**src/rtl/bsg_fifo_1r1w_rolly_replay_ctrl.sv**
```systemverilog
// Replay controller for a rolly FIFO: streams a packet speculatively, then commits on ack or
// rewinds and resends on nack/timeout, dropping the packet once the retry budget is spent.
module bsg_fifo_1r1w_rolly_replay_ctrl #(
  parameter int unsigned width_p     = 32,
  parameter int unsigned lg_size_p   = 2,
  parameter int unsigned pkt_len_p   = 4,
  parameter int unsigned max_retry_p = 3,
  parameter int unsigned timeout_p   = 16
) (
  input  logic                               clk_i,
  input  logic                               reset_i,
  input  logic [width_p-1:0]                 fifo_data_i,
  input  logic                               fifo_v_i,
  output logic                               fifo_yumi_o,
  output logic                               fifo_deq_v_o,
  output logic                               fifo_roll_v_o,
  output logic [width_p-1:0]                 link_data_o,
  output logic                               link_v_o,
  input  logic                               link_ready_i,
  input  logic                               link_ack_v_i,
  input  logic                               link_nack_v_i,
  output logic [$clog2(max_retry_p+1)-1:0]   retry_cnt_o,
  output logic                               drop_o
);

  localparam int unsigned beat_w_lp  = (pkt_len_p > 1) ? $clog2(pkt_len_p) : 1;
  localparam int unsigned tmo_w_lp   = $clog2(timeout_p);
  localparam int unsigned retry_w_lp = $clog2(max_retry_p + 1);

  localparam logic [beat_w_lp-1:0]  last_beat_lp = beat_w_lp'(pkt_len_p - 1);
  localparam logic [tmo_w_lp-1:0]   last_tmo_lp  = tmo_w_lp'(timeout_p - 1);
  localparam logic [retry_w_lp-1:0] max_retry_lp = retry_w_lp'(max_retry_p);

  // A packet must fit in the FIFO, otherwise it can never be rewound as a whole.
  if (pkt_len_p > (1 << lg_size_p)) begin : g_len_check
    $error("pkt_len_p exceeds rolly FIFO depth");
  end

  typedef enum logic [1:0] {StSend, StWait, StRoll} state_e;

  state_e                state_q, state_d;
  logic [beat_w_lp-1:0]  beat_q, beat_d;
  logic [tmo_w_lp-1:0]   tmo_q, tmo_d;
  logic [retry_w_lp-1:0] retry_q, retry_d;
  logic                  yumi;
  logic                  reject;

  assign link_data_o = fifo_data_i;
  assign retry_cnt_o = reset_i ? '0 : retry_q;

  always_comb begin
    state_d       = state_q;
    beat_d        = beat_q;
    tmo_d         = tmo_q;
    retry_d       = retry_q;
    yumi          = 1'b0;
    reject        = 1'b0;
    link_v_o      = 1'b0;
    fifo_deq_v_o  = 1'b0;
    fifo_roll_v_o = 1'b0;
    drop_o        = 1'b0;

    unique case (state_q)
      StSend: begin
        link_v_o = fifo_v_i;
        yumi     = fifo_v_i & link_ready_i;
        if (yumi) begin
          if (beat_q == last_beat_lp) begin
            beat_d  = '0;
            tmo_d   = '0;
            state_d = StWait;
          end else begin
            beat_d = beat_q + 1'b1;
          end
        end
      end
      StWait: begin
        // nack wins over a simultaneous ack; timeout only counts when no ack arrives.
        reject = link_nack_v_i | (~link_ack_v_i & (tmo_q == last_tmo_lp));
        if (reject) begin
          if (retry_q < max_retry_lp) begin
            fifo_roll_v_o = 1'b1;
            retry_d       = retry_q + 1'b1;
            state_d       = StRoll;
          end else begin
            fifo_deq_v_o = 1'b1;
            drop_o       = 1'b1;
            retry_d      = '0;
            state_d      = StSend;
          end
        end else if (link_ack_v_i) begin
          fifo_deq_v_o = 1'b1;
          retry_d      = '0;
          state_d      = StSend;
        end else begin
          tmo_d = tmo_q + 1'b1;
        end
      end
      StRoll: begin
        state_d = StSend;
      end
      default: begin
        state_d = StSend;
      end
    endcase

    fifo_yumi_o = yumi;
    if (reset_i) begin
      fifo_yumi_o   = 1'b0;
      link_v_o      = 1'b0;
      fifo_deq_v_o  = 1'b0;
      fifo_roll_v_o = 1'b0;
      drop_o        = 1'b0;
    end
  end

  always_ff @(posedge clk_i) begin
    if (reset_i) begin
      state_q <= StSend;
      beat_q  <= '0;
      tmo_q   <= '0;
      retry_q <= '0;
    end else begin
      state_q <= state_d;
      beat_q  <= beat_d;
      tmo_q   <= tmo_d;
      retry_q <= retry_d;
    end
  end

endmodule

```
**config.mk**
```make
export PLATFORM = sky130hd
export DESIGN_NAME = bsg_fifo_1r1w_rolly_replay_ctrl
export DESIGN_NICKNAME = d
export VERILOG_FILES = /design/src/rtl/bsg_fifo_1r1w_rolly_replay_ctrl.sv
export SDC_FILE = /design/constraint.sdc
export NUM_CORES = 1
export LEC_CHECK = 0
export CORE_MARGIN = 10
export CORE_UTILIZATION = 34
export CTS_BUF_LIST = sky130_fd_sc_hd__clkbuf_4
export DETAILED_ROUTE_END_ITERATION = 10
export PLACE_DENSITY = 0.88
export SETUP_SLACK_MARGIN = 0.05
export SYNTH_ARGS = -nofsm -noshare
export SYNTH_HDL_FRONTEND = slang
export SYNTH_SLANG_ARGS = --single-unit
```
**constraint.sdc**
```tcl
create_clock -name clk_i -period 2.7 [get_ports clk_i]
set_input_delay 0.405 -clock clk_i [delete_from_list [all_inputs] [get_ports clk_i]]
set_output_delay 0.405 -clock clk_i [all_outputs]
set_load 0.005 [all_outputs]
```
==> results of run 1 <==
-- flip-flops by register name (all words and copies together), names as in the netlist --
signal / count
retry_q: 2
beat_q: 2
tmo_q: 4
state_q: 2
-- per-layer routing --
metal | vias up | GRT usage, %
met1 | 280 | 6.155
met5 | - | 0
met4 | 0 | 2.882
li1 | 271 | -
met2 | 22 | 10.79
met3 | 6 | 4.993
-- worst paths after layout --
check,from,end,cells past startpoint
max,link_ack_v_i,drop_o,5
min,tmo_q[1],tmo_q[1],2
max reg2reg,tmo_q[0],tmo_q[0],4
min reg2reg,tmo_q[1],tmo_q[1],2
-- area by class of cell --
class	instances	area share (%)
Sequential cell	10	26.06
Clock buffer	3	2.932
Timing Repair Buffer	14	17.59
Inverter	1	0.4886
Multi-Input combinational cell	50	48.37
Tap cell	28	4.560
-- worst min-delay path, stage by stage, from the launching register on --
cell and delay, ps:
dfxtp_1 320, nand2b_1 60, o21ai_0 60
-- cell usage after synthesis, drive strengths merged, types with 2 or more instances --
cell	instances
o211ai	2
buf	34
ha	3
o21ai	5
a21oi	3
mux2i	2
nor2b	4
nor3	3
dfxtp	10
nand2b	3
nor2	7
-- kinds of logic (layout without fill, tap and decap cells) --
| kind of cell | count (synthesis) | in the layout | synth area share (%) |
|---|---|---|---|
| flip-flops | 10 | 10 | 24.13 |
| AO/OA/AOI/OAI | 17 | 17 | 16.74 |
| multiplexers | 2 | 2 | 2.413 |
| AND/OR/NAND/NOR | 28 | 28 | 21.12 |
| buffers and inverters | 36 | 18 | 31.07 |
| adder cells (fa/ha/maj) | 3 | 3 | 4.525 |
-- power by group --
| group | leakage (nW) | switching (W) | internal, W |
|---|---|---|---|
| Combinational | 0.187 | 0.0000150 | 0.0000174 |
| Sequential | 0.0808 | 0.00000121 | 0.000149 |
| Clock | 0.0138 | 0.0000541 | 0.0000515 |
-- through the flow --
stage	total power, W	area, um2	std cells	utilization, %	hold slack [ps]
floorplan	0.0002083	829.5	96	-	461.0
global placement	0.0001840	745.7	103	32.77	476.6
detailed placement	0.0001860	745.7	103	32.77	484.4
CTS	0.0002869	768.2	106	33.75	498.7
global route	0.0002985	768.2	106	33.75	551.5
finish	0.0002884	768.2	106	33.75	500.0
==> results.toml, run 1 <==
[global_route]
grt_max_degree = 15
grt_pass1_wl_um = 2760
grt_usage_pct = 6.657
grt_pass1_vias = 611
antenna_found_initial = 0
grt-ovfl-total = 0

[yosys]
ys_async_sr_fraction_pct = 0
syn-num-nets = 137
ys_seq_area_share_pct = 24.13
synth_seq_cells = 10
syn_area_per_cell_um2 = 8.641
netlist_area_um2 = 829.5
yosys_warnings = 0
synth_cell_types = 33
yosys.area.top_type = "buf_4"
post-synth-top-area-fraction_pct = 28.96
synth-edff-count = 0
ys.flop_type = "dfxtp_1"
synth_cells = 96
synth_area_leaders = "buf_4 29%, dfxtp_1 24%, ha_1 4.5%"

[critical_path]
arrival_ps = 2090
crit_type = "in -> out"
path_common_cell = "clkdlybuf4s50_1"
end_kind = "primary output"
required_ps = 2300
slowest_stage = "clkdlybuf4s50_1"
path_max_fanout = 4
critPathLaunchType = "input pin"
crit_family = "buffers and inverters"
reg2reg_slack_ps = 1110
path_buf_inv = 2
cp_slowest_stage_delay_ps = 530
cp_cell_sequence = "clkdlybuf4s50_1, and4b_1, o21ai_0, nor3b_1, clkdlybuf4s50_1"

[route]
wl_met1_um = 631
dr.pass1.iters = 5
drc = 0
wl_met2_um = 796
met3WireLength_um = 277
totalWireLength_um = 1726
drtIter0Drc = 29
top_layer = "met4"
ant_nets = 0
wire_per_inst_um = 16.28
vias = 579
routed_via_density = 5.462

[placement]
place_congestion = 0.8257
port_buffers = 12
dp.final_hpwl_um = 1355
pre_cts_ws_ps = 213.5

[cts]
cts.sinks = 10
cts_tree = "built"
root_buffer = "clkbuf_4"
cts_hold_buf = 0
cts.path.max_buffers = 2
clock_latency_ps = 270
path_clk_slew_ps = 70
cts_buffers = 3
htreeDepth = 1
cts_setup_buffers = 0
post_cts_resized = 0

[sta]
maxSlewViolCount = 0
slew_headroom_pct = 63.59
setup_viol = 0
fmax_ghz = 0.4013
rsz0062_at_grt = "false"
clock_skew_ps = 7.222
finalSetupTns_ps = 0
finalHoldViolations = 0
period_needed_ps = 2492
worst_slack_ps = 208.3
period_share_pct = 92.29
tightestPinTransition_ps = 546.1

[layout]
fill_cells = 238
multi_input_area_um2 = 371.6
antenna_cells = 0
nNetsFinal = 121
seqCellArea_um2 = 200.2
mostFrequentLayoutCell = "clkdlybuf4s50_1"
mostFrequentLayoutCells = "12 x clkdlybuf4s50_1, 10 x dfxtp_1, 7 x nor2_1"
post_route_cells_drive_above_1_share_pct = 15.38
area_delta_synth_final_pct = -7.391

[run]
drv_cap = 0

[pwr]
power_density_nw_per_um2 = 375.4
ir_drop_mv = 0.1478
leakage_nw = 0.2816

[die]
coreArea_um2 = 2276
fp.dieW_um = 69.40
die_area_um2 = 4816
start_util_pct = 36.45
die_y_um = 69.40
row_count = 17
boundaryPins = 77

[outcome]
outcome = "complete, no violations"

[min_path]
hold_path_class = "reg -> reg"
(Power assumes the default switching activity.)
==> inputs of run 2 (changes only) <==
CORE_UTILIZATION = 33   (was 34)
CTS_BUF_LIST = default   (was sky130_fd_sc_hd__clkbuf_4)
PLACE_DENSITY = 0.86   (was 0.88)
==> run 2 against run 1 <==
Against the previous run:
- critical path depth unchanged
- sequential share of layout area down 0.62 points
- clock power up 29%
- core utilization down 1.4 points
- die area is 2.1% higher
- register-to-register slack gained 70 ps
- clock skew is 6.4 ps lower
- wire length shrank 1.3%
- critical endpoint unchanged
==> results.toml, run 2 (synthesized netlist as in run 1, its figures left out) <==
[critical_path]
arrival_ps = 2080
end_kind = "primary output"
critPathLaunchType = "input pin"
crit_type = "in -> out"
required_ps = 2300
path_max_fanout = 4

[sta]
slew_headroom_pct = 64.23
clock_skew_ps = 0.8093
finalSetupTns_ps = 0
setup_viol = 0
period_share_pct = 92.08
rsz0062_at_grt = "false"
tightestPinTransition_ps = 536.5
fmax_ghz = 0.4022
period_needed_ps = 2486
finalHoldViolations = 0
maxSlewViolCount = 0

[route]
vias = 578
drtIter0Drc = 28
ant_nets = 0
drc = 0
totalWireLength_um = 1704
routed_via_density = 5.303
dr.pass1.iters = 4
wire_per_inst_um = 15.63

[pwr]
power_density_nw_per_um2 = 406.2
ir_drop_mv = 0.1638
p_total_w = 0.0003197
leakage_nw = 0.2856

[cts]
cts.path.max_buffers = 2
path_clk_slew_ps = 70
cts.sinks = 10
htreeDepth = 1
cts_hold_buf = 0
clock_latency_ps = 270
cts_tree = "built"
root_buffer = "clkbuf_4"
cts_buffers = 3

[global_route]
grt_max_degree = 15
grt.met1_usage_pct = 5.322
grt-busiest-layer = "met2"
antenna_found_initial = 0
grt_pass1_wl_um = 2760
grt-ovfl-total = 0
met2_usage_pct = 11.28
grt_pass1_vias = 620
grt_use_met3_pct = 5.085
grt_usage_pct = 6.674

[die]
boundaryPins = 77
die_area_um2 = 4919
start_util_pct = 34.10
fp.dieW_um = 70.14
row_count = 18
coreArea_um2 = 2432
die_y_um = 70.14

[layout]
regMostFlops = "tmo_q"
final_core_util_pct = 32.36
largest_reg_flops = 4
area_delta_synth_final_pct = -5.128
mostFrequentLayoutCells = "12 x clkdlybuf4s50_1, 10 x dfxtp_1, 7 x nor2_1"
fill_cells = 257
nNetsFinal = 121
mostFrequentLayoutCell = "clkdlybuf4s50_1"
post_route_cells_drive_above_1_share_pct = 17.72
antenna_cells = 0

[min_path]
hold_path_class = "reg -> reg"

[outcome]
outcome = "complete, no violations"

[placement]
port_buffers = 12
place_congestion = 0.7911
dp.final_hpwl_um = 1379

[run]
drv_cap = 0
[run 2: layer usage]
| layer | part of all wire, % | wire, um |
|---|---|---|
| met3 | 15 | 260 |
| met4 | 2.1 | 36 |
| met2 | 48 | 817 |
| met5 | 0 | 0 |
| met1 | 35 | 590 |
[run 2: final timing paths]
check | slack (ps) | start | to | cells after the start
worst max-delay path | 210 | link_ack_v_i | drop_o | 5
worst min-delay path | 500 | retry_q[1] | retry_q[1] | 2
worst max register to register | 1180 | tmo_q[0] | tmo_q[1] | 4
worst min register to register | 500 | retry_q[1] | retry_q[1] | 2
[run 2: worst max-delay path, cell delays in order]
cell and delay, ps:
clkdlybuf4s50_1 470, and4b_1 320, o21ai_0 150, nor3b_1 210, clkdlybuf4s50_1 530
[run 2: stage by stage]
| step | cells | area (um2) | hold slack (ps) | worst slack (ps) |
|---|---|---|---|---|
| finish | 109 | 787.0 | 497.0 | 213.9 |
| global placement | 105 | 748.2 | 476.8 | 255.9 |
| CTS | 109 | 784.5 | 496.3 | 200.4 |
| global route | 109 | 787.0 | 526.0 | 56.18 |
| detailed placement | 105 | 748.2 | 486.8 | 197.8 |
| floorplan | 96 | 829.5 | 461.0 | 1153 |
[run 2: final cells by class]
class | count | area (um2) | share of cell area [%]
well taps | 30 | 37.54 | 4.769
multi-input cells | 50 | 374.1 | 47.54
repair buffers | 14 | 135.1 | 17.17
clock buffers | 4 | 36.28 | 4.610
inverters | 1 | 3.754 | 0.4769
flip-flops and latches | 10 | 200.2 | 25.44
[run 2: what timing repair did]
item / 4_1_cts / 5_1_grt
setup endpoints to repair: 0 / 1
setup buffers: 0 / 0
resized for setup: 0 / 1
[run 2: report_power, final]
group | leakage [nW] | internal (W) | switching (W)
Combinational | 0.184 | 0.0000174 | 0.0000148
Clock | 0.0210 | 0.0000819 | 0.0000553
Sequential | 0.0808 | 0.000149 | 0.00000117
